--- config.mk ---
export PLATFORM = sky130hd
export DESIGN_NAME = dff_write_arbiter
export DESIGN_NICKNAME = d
export VERILOG_FILES = /design/src/rtl/dff_write_arbiter.sv
export SDC_FILE = /design/constraint.sdc
export NUM_CORES = 1
export LEC_CHECK = 0
export ABC_AREA = 1
export CAP_MARGIN = 0
export CELL_PAD_IN_SITES_DETAIL_PLACEMENT = 0
export CELL_PAD_IN_SITES_GLOBAL_PLACEMENT = 1
export CORE_MARGIN = 4
export CORE_UTILIZATION = 35
export DETAILED_ROUTE_END_ITERATION = 10
export GPL_TIMING_DRIVEN = 0
export PLACE_DENSITY = 0.84
export SYNTH_ARGS = -nofsm -noshare
export SYNTH_HDL_FRONTEND = slang
export SYNTH_SLANG_ARGS = --single-unit
--- constraint.sdc ---
create_clock -name clk -period 6.82 [get_ports clk]
set_clock_uncertainty 0.1 [all_clocks]
set_input_delay 1.023 -clock clk [delete_from_list [all_inputs] [get_ports clk]]
set_output_delay 1.023 -clock clk [all_outputs]
set_load 0.005 [all_outputs]
--- src/rtl/dff_write_arbiter.sv ---
// dff_write_arbiter: round-robin arbiter with burst lock sharing one register among requesters
module dff_write_arbiter #(
  parameter int N_REQ     = 4,
  parameter int WIDTH     = 8,
  parameter int MAX_BURST = 4
)(
  input  logic                       clk,
  input  logic                       rst_n,
  input  logic                       en,
  input  logic [N_REQ-1:0]           req_valid,
  input  logic [N_REQ-1:0]           req_lock,
  input  logic [N_REQ*WIDTH-1:0]     req_data,
  output logic [N_REQ-1:0]           req_ready,
  output logic [WIDTH-1:0]           q,
  output logic [$clog2(N_REQ)-1:0]   q_src,
  output logic                       q_upd,
  output logic                       locked
);
  localparam int IW = $clog2(N_REQ);
  localparam logic [0:0] S_IDLE   = 1'b0;
  localparam logic [0:0] S_LOCKED = 1'b1;
  logic [0:0]       r_state;
  logic [IW-1:0]    r_ptr;
  logic [IW-1:0]    r_owner;
  logic [7:0]       r_cnt;
  logic [WIDTH-1:0] r_q;
  logic [IW-1:0]    r_src;
  logic             r_upd;
  logic [IW-1:0]    w_idx;
  logic             w_any;
  logic [IW-1:0]    w_gnt;
  logic             w_gnt_ok;
  logic [N_REQ-1:0] w_ready;
  logic             w_acc;
  logic [7:0]       w_cnt_nxt;
  logic             w_exit;

  function automatic logic [IW-1:0] inc(input logic [IW-1:0] v);
    return (int'(v) == N_REQ - 1) ? '0 : v + 1'b1;
  endfunction

  // round-robin search from the pointer; descending scan so the lowest offset wins
  always_comb begin
    int s;
    w_any = 1'b0;
    w_idx = '0;
    for (int k = N_REQ - 1; k >= 0; k--) begin
      s = int'(r_ptr) + k;
      if (s >= N_REQ) s = s - N_REQ;
      if (req_valid[s]) begin
        w_any = 1'b1;
        w_idx = IW'(s);
      end
    end
  end

  // grant selection: the owner alone while locked, otherwise the round-robin winner
  always_comb begin
    w_gnt     = (r_state == S_LOCKED) ? r_owner : w_idx;
    w_gnt_ok  = (r_state == S_LOCKED) ? req_valid[r_owner] : w_any;
    w_ready   = (en && rst_n && w_gnt_ok) ? ({{(N_REQ-1){1'b0}}, 1'b1} << w_gnt) : '0;
    w_acc     = |w_ready;
    w_cnt_nxt = r_cnt + 8'd1;
    w_exit    = (r_state == S_LOCKED) && en &&
                (!req_valid[r_owner] || !req_lock[r_owner] || w_cnt_nxt == 8'(MAX_BURST));
  end

  // shared register capture on every accepted write
  always_ff @(posedge clk or negedge rst_n) begin
    if (!rst_n) begin
      r_q   <= '0;
      r_src <= '0;
      r_upd <= 1'b0;
    end else begin
      r_upd <= w_acc;
      if (w_acc) begin
        r_q   <= req_data[w_gnt*WIDTH +: WIDTH];
        r_src <= w_gnt;
      end
    end
  end

  // arbitration state: pointer advance, lock entry, burst counting and release
  always_ff @(posedge clk or negedge rst_n) begin
    if (!rst_n) begin
      r_state <= S_IDLE;
      r_ptr   <= '0;
      r_owner <= '0;
      r_cnt   <= '0;
    end else if (r_state == S_IDLE) begin
      if (w_acc) begin
        r_ptr <= inc(w_gnt);
        if (req_lock[w_gnt] && MAX_BURST > 1) begin
          r_state <= S_LOCKED;
          r_owner <= w_gnt;
          r_cnt   <= 8'd1;
        end
      end
    end else begin
      if (w_acc) r_cnt <= w_cnt_nxt;
      if (w_exit) begin
        r_state <= S_IDLE;
        r_ptr   <= inc(r_owner);
      end
    end
  end

  assign req_ready = w_ready;
  assign q         = r_q;
  assign q_src     = r_src;
  assign q_upd     = r_upd;
  assign locked    = (r_state == S_LOCKED);
endmodule
==> results of run 1 <==
-- cell usage after synthesis (all sizes together) --
library cell  number  area share [%]
xor2               6             2.7
o21ai             12             3.5
o21a               1            0.39
buf                9             4.5
a21oi              6             2.0
dfrtp             24              31
a31oi              1            0.33
ha                 2             1.3
nand4              1            0.33
inv               34             6.8
xnor2              1            0.46
nor2               8             1.6
nor3               1            0.52
nand2            117              25
clkbuf             2            0.46
nand3             67              19
-- per-layer routing --
metal  GRT usage [%]  vias to the layer above  share of wire, %
met5               0                        -                 0
met4            4.32                        0               1.1
met3            3.51                        4                11
met2            27.3                       73                42
met1            23.3                      878                47
li1                -                     1052                 -
-- power groups by stage --
stage,Combinational [mW],Sequential (mW),Clock (mW)
finish,0.851,0.232,0.129
global route,0.964,0.238,0.141
CTS,0.859,0.232,0.133
detailed placement,0.856,0.234,0
global placement,0.852,0.233,0
floorplan,0.601,0.232,0
-- flip-flops by register name, summed over array words and instances, names as in the netlist --
| signal | cells |
|---|---|
| q | 8 |
| r_cnt | 8 |
| q_src | 2 |
| r_owner | 2 |
| r_ptr | 2 |
| locked | 1 |
| q_upd | 1 |
-- stage by stage --
step	cell area, sq um	std cells	utilization, %
after CTS	2650	424	51.0
after detailed placement	2580	420	49.6
after global routing	2650	424	51.0
final	2650	424	51.0
after floorplan	1910	292	-
after global placement	2580	420	49.6
-- cells by family (layout without fill, tap and decap cells) --
family | count (synthesis) | count (layout) | share of synthesized area, %
flip-flops | 24 | 24 | 31.4
adder cells (fa/ha/maj) | 2 | 2 | 1.31
buffers and inverters | 45 | 107 | 11.8
AND/OR/NAND/NOR | 194 | 194 | 46.1
XOR/XNOR | 7 | 7 | 3.20
AO/OA/AOI/OAI | 20 | 20 | 6.21
-- critical path, cell delays in order --
cell and delay [ps]:
clkdlybuf4s50_1 1240, nand2_1 100, inv_1 110, nand2_1 50, nor2_1 160, nand3_2 140, nor2_1 120, clkdlybuf4s50_1 530
-- layout make-up --
cell class / instances / area share [%]
buffer: 11 / 3.58
clock buffer: 3 / 1.56
clock inverter: 1 / 1.13
inverter: 34 / 4.90
multi-input combinational: 223 / 41.0
sequential: 24 / 22.6
tap: 70 / 3.30
timing repair buffer: 58 / 21.9
-- worst min path at each step --
| stage | depth (start not counted) | start | slack [ps] | endpoint |
|---|---|---|---|---|
| CTS | 2 | q[2] | 390 | q[2] |
| detailed placement | 2 | q[3] | 370 | q[3] |
| finish | 2 | q[3] | 380 | q[3] |
| floorplan | 2 | r_cnt[7] | 370 | r_cnt[7] |
| global route | 2 | q[1] | 410 | q[1] |
| global placement | 2 | q[2] | 360 | q[2] |
==> results.py, run 1 <==
metrics = {
    "routing": {
        "drc": 0,
        "viasPerCell": 4.73,
        "drtPass1Iterations": 4,
        "initialDrtViolationCount": 80,
        "num_vias": 2007,
        "post_drt_wl_per_cell_microns": 13.0,
        "ant_nets": 0,
        "routed_wl_microns": 5520,
    },
    "yosys": {
        "syn_nets": 337,
        "synth_cell_types": 28,
        "syn_inst": 292,
        "netlist_area_sq_um": 1910,
        "seq_area_frac_synth_pct": 31.4,
        "syn_area_per_cell_sq_um": 6.56,
        "ys_warn_count": 0,
        "ys_seq_elements": 24,
    },
    "clocking": {
        "clk_pin_slew_ps": 90,
        "cts.sinks": 24,
        "htree_num_levels": 1,
        "cts_inserted_buffers": 3,
        "hold_buffers": 0,
        "cts_tree": "built",
        "root_buffer": "clkbuf_8",
        "cts.path.max_buffers": 2,
        "post_cts_buffers": 0,
        "clock_latency_ps": 270,
        "ctsResizeCount": 0,
    },
    "sta": {
        "setup_tns_ps": 0,
        "max_freq_ghz": 0.217,
        "holdWs_ps": 383,
        "period_share_pct": 67.6,
        "final.min_clock_period_ps": 4610,
        "setup_viol": 0,
        "fin_ws_ps": 2210,
        "slew_headroom_pct": 22.5,
        "worstMarginPinSlew_ps": 1160,
        "maxSlewViolCount": 0,
        "rsz0062_at_grt": "false",
        "final_hold_viol_count": 0,
    },
    "floorplanning": {
        "num_io_pins": 59,
        "fp.dieH_microns": 82.0,
        "start_util_pct": 36.8,
        "core_area_sq_um": 5200,
        "die_w_microns": 82.0,
        "dieArea_sq_um": 6720,
        "rows": 26,
    },
    "setup_path": {
        "critPathRequiredTime_ps": 5700,
        "endpoint_kind": "primary output",
        "crit_type": "in2out",
        "r2r_slack_ps": 4040,
        "r2r-start": "r_ptr[0]",
        "arrival_ps": 3490,
        "r2r_cells": 18,
        "reg2reg_to": "r_cnt[5]",
        "endpoint": "req_ready[0]",
        "startpoint": "rst_n",
        "crit_fanout": 25,
        "crit_path_start_kind": "input port",
    },
    "global_routing": {
        "grt_pass1_vias": 1885,
        "grt_first_pass_wirelength_microns": 8900,
        "antenna_found_initial": 0,
        "grtUsageTotal_pct": 17.0,
        "overflow": 0,
        "grt_max_degree": 26,
    },
    "pwr": {
        "swShare_pct": 48.7,
        "combPwrFrac_pct": 70.2,
        "p_per_area_nw_per_um2": 456,
        "seq_power_share_pct": 19.1,
        "p_clk_share_pct": 10.7,
        "power.total_mw": 1.21,
        "p_sw_mw": 0.590,
        "ir_worst_vdd_mv": 0.176,
        "p_leak_nw": 1.34,
        "internal_power_mw": 0.621,
    },
    "layout": {
        "diodes": 0,
        "layout_common_cells": "108 x nand2_1, 63 x nand3_1, 58 x clkdlybuf4s50_1, 31 x inv_1, 24 x dfrtp_1",
        "multiInputGateArea_sq_um": 1090,
        "drive_gt1_share_pct": 9.89,
        "seqCellArea_sq_um": 601,
        "area_delta_synth_final_pct": 38.6,
        "nFillCells": 523,
        "nets": 400,
        "final_common_cell": "nand2_1",
    },
    "place": {
        "dpl.hpwl_microns": 4190,
        "portBuffers": 58,
        "place_ws_ps": 2090,
        "place_congestion": 0.808,
    },
    "status": {
        "status": "complete, no violations",
    },
    "hold_path": {
        "hold_path_class": "reg2reg",
    },
    "job": {
        "drv_cap": 0,
    },
}
(Power assumes the default switching activity.)
==> run 2: changes to the inputs <==
--- a/config.mk
+++ b/config.mk
@@ -10,10 +10,10 @@
 export CELL_PAD_IN_SITES_DETAIL_PLACEMENT = 0
 export CELL_PAD_IN_SITES_GLOBAL_PLACEMENT = 1
 export CORE_MARGIN = 4
-export CORE_UTILIZATION = 35
+export CORE_UTILIZATION = 29
 export DETAILED_ROUTE_END_ITERATION = 10
 export GPL_TIMING_DRIVEN = 0
-export PLACE_DENSITY = 0.84
+export PLACE_DENSITY = 0.74
 export SYNTH_ARGS = -nofsm -noshare
 export SYNTH_HDL_FRONTEND = slang
 export SYNTH_SLANG_ARGS = --single-unit
==> constraint.sdc (replaced) <==
create_clock -name clk -period 3.7 [get_ports clk]
set_clock_uncertainty 0.1 [all_clocks]
set_input_delay 0.555 -clock clk [delete_from_list [all_inputs] [get_ports clk]]
set_output_delay 0.555 -clock clk [all_outputs]
set_load 0.005 [all_outputs]
==> results.py, run 2 (synthesized netlist as in run 1, its figures left out) <==
metrics = {
    "place": {
        "dpl.hpwl_microns": 4370,
        "place_ws_ps": -117,
        "place_congestion": 0.856,
        "dp.cells": 427,
        "portBuffers": 58,
    },
    "sta": {
        "slew_headroom_pct": 56.1,
        "worstMarginPinSlew_ps": 658,
        "maxSlewViolCount": 0,
        "holdWs_ps": 187,
        "final_hold_viol_count": 0,
        "setup_viol": 0,
        "max_freq_ghz": 0.289,
        "fin_ws_ps": 244,
        "rsz0062_at_grt": "false",
        "period_share_pct": 93.4,
        "final.min_clock_period_ps": 3460,
    },
    "pwr": {
        "ir_worst_vdd_mv": 0.415,
        "internal_power_mw": 1.16,
        "p_leak_nw": 1.36,
        "p_per_area_nw_per_um2": 851,
        "swShare_pct": 49.3,
        "combPwrFrac_pct": 70.7,
        "p_clk_share_pct": 10.6,
        "p_sw_mw": 1.12,
        "seq_power_share_pct": 18.8,
    },
    "clocking": {
        "root_buffer": "clkbuf_8",
        "cts_inserted_buffers": 3,
        "cts.path.max_buffers": 2,
        "cts.sinks": 24,
        "clk_pin_slew_ps": 100,
        "post_cts_buffers": 0,
        "clock_latency_ps": 270,
        "hold_buffers": 0,
        "htree_num_levels": 1,
        "cts_tree": "built",
    },
    "layout": {
        "drive_gt1_share_pct": 10.2,
        "area_delta_synth_final_pct": 39.9,
        "final_common_cell": "nand2_1",
        "layout_common_cells": "108 x nand2_1, 63 x nand3_1, 56 x clkdlybuf4s50_1, 31 x inv_1, 24 x dfrtp_1",
        "post-route-util_pct": 41.9,
        "diodes": 0,
        "fin_cells": 431,
        "nets": 400,
    },
    "setup_path": {
        "crit_type": "in2out",
        "critPathRequiredTime_ps": 3040,
        "r2r_slack_ps": 970,
        "crit_fanout": 10,
        "endpoint_kind": "primary output",
        "crit_path_start_kind": "input port",
        "cp_cell_sequence": "clkdlybuf4s50_1 -> inv_1 -> o21ai_4 -> nand2_1 -> nand3_2 -> nand2_2 -> nand2_2 -> nand2_1 -> nand2_1 -> nand2_2 -> buf_6 -> buf_4 -> nor2_1 -> clkdlybuf4s50_1",
        "arrival_ps": 2800,
        "cpMaxStageDelayCell": "clkdlybuf4s50_1",
        "slowest_delay_ps": 500,
    },
    "routing": {
        "viasPerCell": 4.61,
        "ant_nets": 0,
        "initialDrtViolationCount": 113,
        "drtPass1Iterations": 5,
        "routed_wl_microns": 5830,
        "post_drt_wl_per_cell_microns": 13.5,
        "drc": 0,
        "num_vias": 1989,
    },
    "status": {
        "status": "complete, no violations",
    },
    "floorplanning": {
        "core_area_sq_um": 6390,
        "rows": 29,
        "start_util_pct": 30.0,
        "num_io_pins": 59,
        "dieArea_sq_um": 7960,
        "die_w_microns": 89.2,
        "fp.dieH_microns": 89.2,
    },
    "global_routing": {
        "grt_pass1_vias": 1873,
        "grt_max_degree": 26,
        "overflow": 0,
        "grt_first_pass_wirelength_microns": 9200,
        "antenna_found_initial": 0,
        "grtUsageTotal_pct": 14.7,
    },
    "job": {
        "drv_cap": 0,
    },
    "hold_path": {
        "hold_path_class": "in2async",
    },
}
-- run 2: path summary, 6_finish.rpt --
| kind | from | endpoint | depth (start not counted) |
|---|---|---|---|
| hold reg to reg | q[6] | q[6] | 2 |
| setup / recovery | req_valid[3] | req_ready[0] | 14 |
| max in group asynchronous | rst_n | r_owner[1] | 1 |
| min in group clk | q[6] | q[6] | 2 |
| hold / removal | rst_n | q[6] | 1 |
| setup reg to reg | r_ptr[0] | r_cnt[5] | 18 |
-- run 2: layout make-up --
class	instances	area [sq um]
Fill cell	685	3710
Multi-Input combinational cell	223	1100
Sequential cell	24	601
Timing Repair Buffer	58	578
Inverter	34	130
Buffer	11	97.6
Tap cell	77	96.3
Clock buffer	3	41.3
Clock inverter	1	30.0
-- run 2: routing by layer --
metal / wire, microns / share of wire (%) / GRT usage (%)
met1: 2800 / 48 / 21.2
met3: 537 / 9.2 / 2.40
met4: 42 / 0.72 / 3.38
met5: 0 / 0 / 0
met2: 2440 / 42 / 23.0
-- run 2: repair_timing --
item                       4_1_cts  5_1_grt
resized for setup                1        6
setup endpoints to repair        3        3
gates cloned                     0        0
pin swaps                        0        1
-- run 2: stage by stage --
step / total power [mW] / TNS, ps / cell area, sq um
5_1_grt: 2.52 / 0 / 2680
6_report: 2.28 / 0 / 2680
3_3_place_gp: 2.03 / -260 / 2590
4_1_cts: 2.28 / 0 / 2660
3_5_place_dp: 2.04 / -256 / 2590
2_1_floorplan: 1.53 / 0 / 1910
-- run 2: worst max-delay path: cells and delay by family --
kind	cells	cell delay, ps
AO/OA/AOI/OAI	1	190
buffers and inverters	5	1420
AND/OR/NAND/NOR	8	630
-- run 2: power by group through the flow --
stage	registers (mW)	logic (mW)	clock network [mW]
floorplan	0.427	1.11	0
CTS	0.426	1.61	0.247
detailed placement	0.430	1.61	0
finish	0.428	1.61	0.241
global placement	0.430	1.60	0
global route	0.442	1.82	0.260
